`config.mk`:
```
export PLATFORM = sky130hd
export DESIGN_NAME = alu_pwr_seq
export DESIGN_NICKNAME = d
export VERILOG_FILES = /design/src/rtl/alu_pwr_pkg.sv /design/src/rtl/alu_pwr_timer.sv /design/src/rtl/alu_pwr_seq.sv
export SDC_FILE = /design/constraint.sdc
export NUM_CORES = 1
export LEC_CHECK = 0
export ABC_CLOCK_PERIOD_IN_PS = 2100
export CAP_MARGIN = 10
export CELL_PAD_IN_SITES_DETAIL_PLACEMENT = 0
export CELL_PAD_IN_SITES_GLOBAL_PLACEMENT = 2
export CORE_AREA = 4 4 82 84
export DETAILED_ROUTE_END_ITERATION = 10
export DIE_AREA = 0 0 86 88
export PLACE_DENSITY = 0.85
export SLEW_MARGIN = 5
export SYNTH_ARGS = -nofsm -noshare
export SYNTH_HDL_FRONTEND = slang
export SYNTH_SLANG_ARGS = --single-unit
```
`constraint.sdc`:
```
create_clock -name clk -period 2.1 [get_ports clk]
set_input_delay 0.21 -clock clk [delete_from_list [all_inputs] [get_ports clk]]
set_output_delay 0.21 -clock clk [all_outputs]
set_load 0.01 [all_outputs]
```
`src/rtl/alu_pwr_pkg.sv`:
```
// Shared definitions for the PD_ALU power sequencer.
//   pwr_state_e : state encoding, also exported on the pwr_state port
//   *_DEF       : default timing constants for the sequencer parameters
//   pwr_ctl_t   : power-control output bundle {pwr_en, iso_en, save, restore}
//   ctl_of()    : Moore decode from state to the power-control bundle
package alu_pwr_pkg;

  typedef enum logic [2:0] {
    PS_ON      = 3'd0,
    PS_DRAIN   = 3'd1,
    PS_SAVE    = 3'd2,
    PS_ISO     = 3'd3,
    PS_OFF     = 3'd4,
    PS_PWRUP   = 3'd5,
    PS_RESTORE = 3'd6,
    PS_UNISO   = 3'd7
  } pwr_state_e;

  localparam int ISO_SETUP_CYC_DEF = 2;
  localparam int PWRUP_CYC_DEF     = 4;
  localparam int IDLE_TIMEOUT_DEF  = 16;
  localparam int CNT_W_DEF         = 16;

  typedef struct packed {
    logic pwr_en;
    logic iso_en;
    logic save;
    logic restore;
  } pwr_ctl_t;

  // Every state keeps iso_en high whenever pwr_en is low, so the decoded
  // bundle can never expose an unisolated, unpowered domain.
  function automatic pwr_ctl_t ctl_of(input pwr_state_e s);
    pwr_ctl_t c;
    c = '{pwr_en: 1'b1, iso_en: 1'b0, save: 1'b0, restore: 1'b0};
    case (s)
      PS_ON:      c = '{pwr_en: 1'b1, iso_en: 1'b0, save: 1'b0, restore: 1'b0};
      PS_DRAIN:   c = '{pwr_en: 1'b1, iso_en: 1'b0, save: 1'b0, restore: 1'b0};
      PS_SAVE:    c = '{pwr_en: 1'b1, iso_en: 1'b0, save: 1'b1, restore: 1'b0};
      PS_ISO:     c = '{pwr_en: 1'b1, iso_en: 1'b1, save: 1'b0, restore: 1'b0};
      PS_OFF:     c = '{pwr_en: 1'b0, iso_en: 1'b1, save: 1'b0, restore: 1'b0};
      PS_PWRUP:   c = '{pwr_en: 1'b1, iso_en: 1'b1, save: 1'b0, restore: 1'b0};
      PS_RESTORE: c = '{pwr_en: 1'b1, iso_en: 1'b1, save: 1'b0, restore: 1'b1};
      PS_UNISO:   c = '{pwr_en: 1'b1, iso_en: 1'b0, save: 1'b0, restore: 1'b0};
      default:    c = '{pwr_en: 1'b1, iso_en: 1'b0, save: 1'b0, restore: 1'b0};
    endcase
    return c;
  endfunction

endpackage

```
`src/rtl/alu_pwr_timer.sv`:
```
// Loadable down-counter with a done flag, used for the fixed-length
// sequencer dwell times (isolation setup and power-up settle).
//   clk      : clock
//   rst      : synchronous active-high reset, counter to 0
//   load     : load load_val this cycle (has priority over counting)
//   load_val : value to load; the wait lasts load_val+1 cycles
//   done     : counter is at 0
module alu_pwr_timer #(
  parameter int CNT_W = 16
) (
  input  logic             clk,
  input  logic             rst,
  input  logic             load,
  input  logic [CNT_W-1:0] load_val,
  output logic             done
);

  logic [CNT_W-1:0] cnt;

  always_ff @(posedge clk) begin
    if (rst) begin
      cnt <= '0;
    end else if (load) begin
      cnt <= load_val;
    end else if (cnt != '0) begin
      cnt <= cnt - CNT_W'(1);
    end
  end

  assign done = (cnt == '0);

endmodule

```
`src/rtl/alu_pwr_seq.sv`:
```
// Power-management sequencer for the ALU power domain (PD_ALU).
// Orders alu_pwr_en / iso_en / save / restore glitch-free, gates ALU
// starts during transitions and can auto-sleep after an idle period.
//   clk, rst       : clock, synchronous active-high reset (returns to ON)
//   sleep_req      : level request to power down
//   wake_req       : level request to power up
//   auto_sleep_en  : enables the idle-timeout sleep
//   start_in       : requester's ALU start
//   alu_busy       : ALU has a multi-cycle op in flight
//   start_out      : start forwarded to the ALU (only in ON, no sleep trigger)
//   alu_pwr_en     : PD_ALU power enable (registered)
//   iso_en         : isolation enable (registered)
//   save, restore  : one-cycle retention strobes (registered)
//   sleep_ack      : pulse in the first OFF cycle
//   wake_ack       : pulse in the first ON cycle after a wake sequence
//   pwr_state      : current state encoding
module alu_pwr_seq
  import alu_pwr_pkg::*;
#(
  parameter int ISO_SETUP_CYC = ISO_SETUP_CYC_DEF,
  parameter int PWRUP_CYC     = PWRUP_CYC_DEF,
  parameter int IDLE_TIMEOUT  = IDLE_TIMEOUT_DEF,
  parameter int CNT_W         = CNT_W_DEF
) (
  input  logic       clk,
  input  logic       rst,
  input  logic       sleep_req,
  input  logic       wake_req,
  input  logic       auto_sleep_en,
  input  logic       start_in,
  input  logic       alu_busy,
  output logic       start_out,
  output logic       alu_pwr_en,
  output logic       iso_en,
  output logic       save,
  output logic       restore,
  output logic       sleep_ack,
  output logic       wake_ack,
  output logic [2:0] pwr_state
);

  localparam logic [CNT_W-1:0] ISO_LOAD   = CNT_W'(ISO_SETUP_CYC - 1);
  localparam logic [CNT_W-1:0] PWRUP_LOAD = CNT_W'(PWRUP_CYC - 1);
  localparam logic [CNT_W-1:0] IDLE_LAST  = CNT_W'(IDLE_TIMEOUT - 1);

  pwr_state_e       state;
  pwr_state_e       state_nxt;
  logic [CNT_W-1:0] idle_cnt;
  logic             wake_pending;
  logic             idle_now;
  logic             idle_trig;
  logic             sleep_trig;
  logic             tmr_load;
  logic [CNT_W-1:0] tmr_val;
  logic             tmr_done;

  alu_pwr_timer #(
    .CNT_W (CNT_W)
  ) u_timer (
    .clk      (clk),
    .rst      (rst),
    .load     (tmr_load),
    .load_val (tmr_val),
    .done     (tmr_done)
  );

  // A cycle only counts as idle when nothing is issued or in flight; a start
  // arriving on the timeout cycle therefore wins over auto-sleep.
  assign idle_now   = auto_sleep_en && !start_in && !alu_busy;
  assign idle_trig  = idle_now && (idle_cnt == IDLE_LAST);
  // wake_req in ON suppresses any sleep trigger (wake has priority).
  assign sleep_trig = (state == PS_ON) && !wake_req && (sleep_req || idle_trig);
  assign start_out  = start_in && (state == PS_ON) && !sleep_trig;
  assign pwr_state  = state;

  always_comb begin
    state_nxt = state;
    case (state)
      PS_ON:      if (sleep_trig) state_nxt = PS_DRAIN;
      PS_DRAIN:   if (!alu_busy && !start_in) state_nxt = PS_SAVE;
      PS_SAVE:    state_nxt = PS_ISO;
      PS_ISO:     if (tmr_done) state_nxt = PS_OFF;
      PS_OFF:     if (wake_req || wake_pending) state_nxt = PS_PWRUP;
      PS_PWRUP:   if (tmr_done) state_nxt = PS_RESTORE;
      PS_RESTORE: state_nxt = PS_UNISO;
      PS_UNISO:   state_nxt = PS_ON;
      default:    state_nxt = PS_ON;
    endcase
  end

  // The timer is armed on the edge that enters ISO or PWRUP so that its
  // done flag rises in the last cycle of that state.
  always_comb begin
    tmr_load = 1'b0;
    tmr_val  = PWRUP_LOAD;
    if (state == PS_SAVE) begin
      tmr_load = 1'b1;
      tmr_val  = ISO_LOAD;
    end else if ((state == PS_OFF) && (state_nxt == PS_PWRUP)) begin
      tmr_load = 1'b1;
      tmr_val  = PWRUP_LOAD;
    end
  end

  // Outputs are registered from the next-state decode, so they always equal
  // ctl_of(state) without any combinational glitch on the pins.
  always_ff @(posedge clk) begin
    if (rst) begin
      state        <= PS_ON;
      alu_pwr_en   <= 1'b1;
      iso_en       <= 1'b0;
      save         <= 1'b0;
      restore      <= 1'b0;
      sleep_ack    <= 1'b0;
      wake_ack     <= 1'b0;
      wake_pending <= 1'b0;
      idle_cnt     <= '0;
    end else begin
      state                               <= state_nxt;
      {alu_pwr_en, iso_en, save, restore} <= ctl_of(state_nxt);
      sleep_ack <= (state == PS_ISO) && (state_nxt == PS_OFF);
      wake_ack  <= (state == PS_UNISO);

      // A wake arriving mid-sleep is remembered and served after one OFF cycle.
      if ((state == PS_OFF) && (state_nxt == PS_PWRUP)) begin
        wake_pending <= 1'b0;
      end else if (wake_req && ((state == PS_DRAIN) || (state == PS_SAVE) ||
                                (state == PS_ISO))) begin
        wake_pending <= 1'b1;
      end

      if ((state != PS_ON) || (state_nxt != PS_ON) || !idle_now) begin
        idle_cnt <= '0;
      end else if (idle_cnt != '1) begin
        idle_cnt <= idle_cnt + CNT_W'(1);
      end
    end
  end

endmodule
```
* Word level (Yosys, flattened, before mapping) *
Memory sizes are Yosys's and may differ from the RTL's. A register that Yosys moved wholly into a read port is not among the register bits.
Cells that the tools add are included.
W data, S select, Z words.

storage, ports and cells
  register bits after elaboration = 38
  output and inout bits = 10
  bits in read-only memories = 32
  word-level logic and storage cells = 61
  memories = 1

memories
  memory           depth  bits a word  rd ports  clocked after memory_dff  write ports  line               text
  (no name shown)  8      4            1         1                         0            alu_pwr_pkg.sv:36  case (s)

cells by class
  mux-type cells = 11
  add/sub/neg operators = 2
  reduce and logical (&&, ||, !) cells = 30
  equality and inequality tests = 11

operators with widths
  operator                 number
  $mux W16                 2
  $pmux W3 S8              1
  $eq A3 B3 Y1 const B     6
  $add A16 B1 Y16 const B  1
  $eq A16 B4 Y1 const B    1
  $logic_not A16 Y1        1
  $ne A16 B16 Y1 const B   1
  $reduce_bool A16 Y1      1
  $sub A16 B1 Y16 const B  1
  $mux W3                  5
  $logic_and A1 B1 Y1      11
  $eq A3 B2 Y1 const B     2
  $logic_or A1 B1 Y1       6
  $reduce_bool A3 Y1       2
  $logic_not A1 Y1         5
  $reduce_or A2 Y1         2
  $eq A3 B1 Y1 const B     1
  $logic_not A3 Y1         1
  $mux W1                  2
  $mux W2                  1
  $reduce_bool A2 Y1       1

* Depth between registers and ports, before layout *
  depth after elaboration = 13
  mapped depth = 8
  depth with buffers taken out = 8

* Hierarchy *
A second synthesis with hierarchy kept.

second synthesis, totals
  cell total of the unflattened synthesis = 278
  area, all modules = 2,296.0 sq um

by module, submodules not included
  module         area an instance (sq um)  sequential area each (sq um)  times used  cells each
  alu_pwr_seq    1,331.3                   520.5                         1           162
  alu_pwr_timer  964.7                     320.3                         1           116

* Worst setup path after synthesis *
No wires, ideal clock.

  path type = reg-to-reg
  start point = reg u_timer.cnt[10]
  end point = reg state[0], in the netlist pwr_state[0]
  data arrival time = 1.589 ns
  period minus slack after synthesis = 1.716 ns
  path slack = 0.384 ns
  library setup time = 0.127 ns
  buffers on the path = 0
  cell stages (with the launch flop) = 6
  cell sequence = dfxtp_1 or4_4 nand4b_4 a221oi_2 a21oi_1 nor2b_1

between the ends
  longest elaborated chain between the ends = 3
  elaborated cells between the ends (all ways) = 4
  classes of those cells = 3 x mux; 1 x reduce/logical

RTL lines
  what                               line                                  text
  start, declared                    alu_pwr_timer.sv:18                   logic [CNT_W-1:0] cnt;
  start signal, assigned             alu_pwr_timer.sv:24                   cnt <= load_val;
  start signal, assigned             alu_pwr_timer.sv:26                   cnt <= cnt - CNT_W'(1);
  $logic_not A16 Y1 (*)              alu_pwr_timer.sv:30                   assign done = (cnt == '0);
  $mux W3, on equally long branches  alu_pwr_seq.sv:84, alu_pwr_seq.sv:82
  $pmux W3 S8 (*)                    alu_pwr_seq.sv:78                     case (state)
  end signal, assigned               alu_pwr_seq.sv:119                    state <= state_nxt;
  end, declared                      alu_pwr_seq.sv:46                     pwr_state_e state;

Mark *: on every way between the ends. The rest lies on a longest branch, timed or not.
A chain may end at the register's enable or synchronous reset.

* Worst setup path after layout *
Ends and elaborated chain as after synthesis.

==> results.yml <==
setup_path:
  data_arrival_time_of_the_critical_path_ns: 2.10
  timing_worst_setup_path_type: "flip-flop to flip-flop"
  rrSetupSlack_ns: 0.20
  max_stage_delay_ns: 0.59
  critical_path.reg2reg.endpoint: "pwr_state[0]"
  cp-start-kind: "flip-flop"
  setup_crit_end_kind: "flip-flop"
  rr_startpoint: "u_timer.cnt[10]"
  worstPathRequired_ns: 2.30
  worst_r2r_path_depth: 5
  crit_path_max_fanout: 7
  crit_path_top_delay_cell: "sky130_fd_sc_hd__or4_4"
  critical_path.cell_chain: "or4_4, nand4b_4, a221oi_2, a21oi_1, nor2b_1"
grt:
  globalRoute.totalOverflow: 0
  grt_pass1_wl_um: 7570
  grt_start_max_net_pins: 17
  antenna_found_initial: 0
  first_global_vias: 1696
  gr-usage-all-layers_pct: 12.5
clocking:
  cts_tree: "yes"
  clock_tree.root_cell: "sky130_fd_sc_hd__clkbuf_8"
  htree_levels: 2
  worst_setup_hold_path_clk_slew_ns: 0.08
  numCtsBuffers: 5
  clock-sinks: 42
  insertion_delay_ns: 0.30
  post_cts.repair.setup_buffers: 0
  clock_path_buffers: 2
yosys:
  synth-main-ff-cell: "sky130_fd_sc_hd__dfxtp_1"
  synthesis.instances: 241
  synth-seq-area-share_pct: 40.6
  synth_async_sr_flop_share_pct: 0
  synthesis.nets: 250
  yosys_register_bits: 42
  synth.avg_cell_area_um2: 8.59
  synth.cell_area_um2: 2070
  post-synth-top-area-fraction_pct: 40.6
  yosys_warnings: 0
  synth.area.top_cells: "sky130_fd_sc_hd__dfxtp_1 41%, sky130_fd_sc_hd__nor2_1 8.2%, sky130_fd_sc_hd__xnor2_1 5.9%"
  yosys.cell_types.count: 44
  synth_enable_flop_cells: 0
  synth_largest_area_cell: "sky130_fd_sc_hd__dfxtp_1"
route:
  antenna_left: 0
  num_vias: 1730
  vias_per_cell: 5.07
  number_of_design_rule_violations_left_after_detail_routing: 0
  finalWirelength_um: 4310
  dr_wl_cell_um: 12.6
  drt_pre_antenna_iters: 5
  drtIter0Drc: 64
run_status:
  status: "complete, no violations"
power_and_ir_drop:
  power.total_uw: 3110
  leakagePower_uw: 0.000863
  power.density_cell_area_nw_per_um2: 1250
  peak_ir_drop_on_the_vdd_network_uv: 580
die:
  initial_utilization_pct: 35.0
  fp-row-count: 28
  dieWidth_um: 86
  floorplan.core_area_um2: 5920
  design.portCount: 17
  chipHeight_um: 88
  dieArea_um2: 7570
final_layout:
  layout_nets: 274
  final_cell_count_no_fill: 341
  multi_input_comb_area_um2: 1190
  fillers: 612
  register_area_um2: 841
  areaGrowthSynthToFinish_pct: 19.6
  num_antenna_cells: 0
  final_layout_size_suffix_gt1_share_pct: 11.3
sta:
  skew_ns: 0.00767
  timing_max_transition_violations_final: 0
  min_period_ns: 1.90
  finalSetupViolations: 0
  rsz0062_at_grt: "no"
  fraction_of_the_cycle_the_final_worst_path_needs_pct: 90.5
  hold_viol: 0
  slew_headroom_pct: 70.3
  max_clock_freq_mhz: 526
  worst_pin_slew_ns: 0.443
  fin_hold_ws_ns: 0.484
min_path:
  timing.hold.worst_endpoint: "idle_cnt[1]"
  min-delay-start: "idle_cnt[1]"
  hp-class: "flip-flop to flip-flop"
  worst_hold_path.num_cells: 2
placed_design:
  placedCellCount: 333
  port-buffer-count: 16
  weighted_congestion_at_the_end_of_routability_driven_global_placement: 0.726
  dp.final_hpwl_um: 3120
job:
  max_cap_viol_count: 0
-- sequential cells by signal, summed over array words and instances (netlist names) --
name / flops
alu_pwr_en: 1
idle_cnt: 16
iso_en: 1
pwr_state: 3
restore: 1
save: 1
sleep_ack: 1
u_timer.cnt: 16
wake_ack: 1
wake_pending: 1
-- area by class of cell --
| class | instances | area share (%) |
|---|---|---|
| repair buffers | 26 | 9.60 |
| multi-input cells | 185 | 48.1 |
| well taps | 75 | 3.79 |
| clock buffers | 6 | 3.34 |
| clock inverters | 2 | 0.505 |
| flip-flops and latches | 42 | 34.0 |
| inverters | 5 | 0.758 |
-- critical path: cells and delay by family, from the launching register on --
kind	cells	cell delay, ns
flops	1	0.35
simple gates	3	0.99
compound gates	2	0.46
-- cells by family after synthesis --
kind of cell,count (synthesis),share of synthesized area [%]
AOI/OAI and AO/OA,31,10.6
xor gates and xnor gates,22,9.31
adders and majority gates,2,1.21
buffers and inverters,14,2.72
DFF,42,40.6
muxes,1,0.484
and+or+nand+nor,129,35.1
-- routing by layer --
metal	GRT usage, %	part of all wire, %
met3	4.33	3.5
met1	16.3	51
met4	4.46	1.4
met2	19.3	44
met5	0	0
-- where the power goes --
group | total, uW | internal [uW] | switching [uW]
combinational | 1420 | 681 | 742
clock | 554 | 265 | 290
sequential | 1130 | 953 | 176
total | 3110 | 1900 | 1210
-- per-stage QoR --
step	setup TNS [ns]	setup slack, ns	cell area [um2]	utilization (%)
2_1_floorplan	0	0.384	2070	-
3_3_place_gp	-0.0282	-0.0282	2360	39.9
3_5_place_dp	-0.119	-0.0940	2360	39.9
4_1_cts	0	0.00121	2460	41.6
5_1_grt	0	0.0321	2480	41.8
6_report	0	0.199	2480	41.8
-- cells in the mapped netlist, types with 3 or more instances --
library cell               count
sky130_fd_sc_hd__nand4b_1      5
sky130_fd_sc_hd__nor4_4        3
sky130_fd_sc_hd__nor3b_1       3
sky130_fd_sc_hd__xnor2_1      14
sky130_fd_sc_hd__inv_1         5
sky130_fd_sc_hd__dfxtp_1      42
sky130_fd_sc_hd__a21oi_1      12
sky130_fd_sc_hd__clkbuf_1      6
sky130_fd_sc_hd__nor2b_1       4
sky130_fd_sc_hd__buf_2         3
sky130_fd_sc_hd__nand2_1      18
sky130_fd_sc_hd__nor3_1        9
sky130_fd_sc_hd__a211oi_1      4
sky130_fd_sc_hd__nand3_1      10
sky130_fd_sc_hd__and2_1        5
sky130_fd_sc_hd__nand4_1       5
sky130_fd_sc_hd__nor4_1        8
sky130_fd_sc_hd__nor2_1       45
sky130_fd_sc_hd__xor2_1        8
-- worst max path at each step --
stage	slack, ns	endpoint	startpoint
global route	0.03	pwr_state[0]	u_timer.cnt[0]
CTS	0.001	start_out	wake_req
floorplan	0.38	pwr_state[0]	u_timer.cnt[10]
finish	0.20	pwr_state[0]	u_timer.cnt[10]
global placement	-0.03	start_out	wake_req
detailed placement	-0.09	start_out	wake_req
-- what timing repair did --
item / in CTS / in global routing
gates cloned: 0 / 0
gates resized for setup: 1 / 2
setup endpoints to repair: 1 / 1
hold buffers: 0 / 0
-- cells in the final DEF, fill, tap and decap left out, types with 2 or more instances in the layout --
master / n
sky130_fd_sc_hd__a211oi_1: 4
sky130_fd_sc_hd__a21oi_1: 12
sky130_fd_sc_hd__a31oi_1: 2
sky130_fd_sc_hd__and2_1: 5
sky130_fd_sc_hd__and4_1: 2
sky130_fd_sc_hd__buf_4: 10
sky130_fd_sc_hd__clkbuf_8: 6
sky130_fd_sc_hd__clkdlybuf4s50_1: 15
sky130_fd_sc_hd__dfxtp_1: 42
sky130_fd_sc_hd__ha_1: 2
sky130_fd_sc_hd__inv_1: 5
sky130_fd_sc_hd__nand2_1: 18
sky130_fd_sc_hd__nand2b_1: 2
sky130_fd_sc_hd__nand3_1: 10
sky130_fd_sc_hd__nand4_1: 5
sky130_fd_sc_hd__nand4b_1: 5
sky130_fd_sc_hd__nor2_1: 45
sky130_fd_sc_hd__nor2b_1: 4
sky130_fd_sc_hd__nor3_1: 9
sky130_fd_sc_hd__nor3_2: 2
sky130_fd_sc_hd__nor3b_1: 3
sky130_fd_sc_hd__nor4_1: 8
sky130_fd_sc_hd__nor4_4: 3
sky130_fd_sc_hd__o21ai_0: 2
sky130_fd_sc_hd__or3_1: 2
sky130_fd_sc_hd__xnor2_1: 14
sky130_fd_sc_hd__xor2_1: 8
No activity file was read; power rests on OpenSTA's default activity.
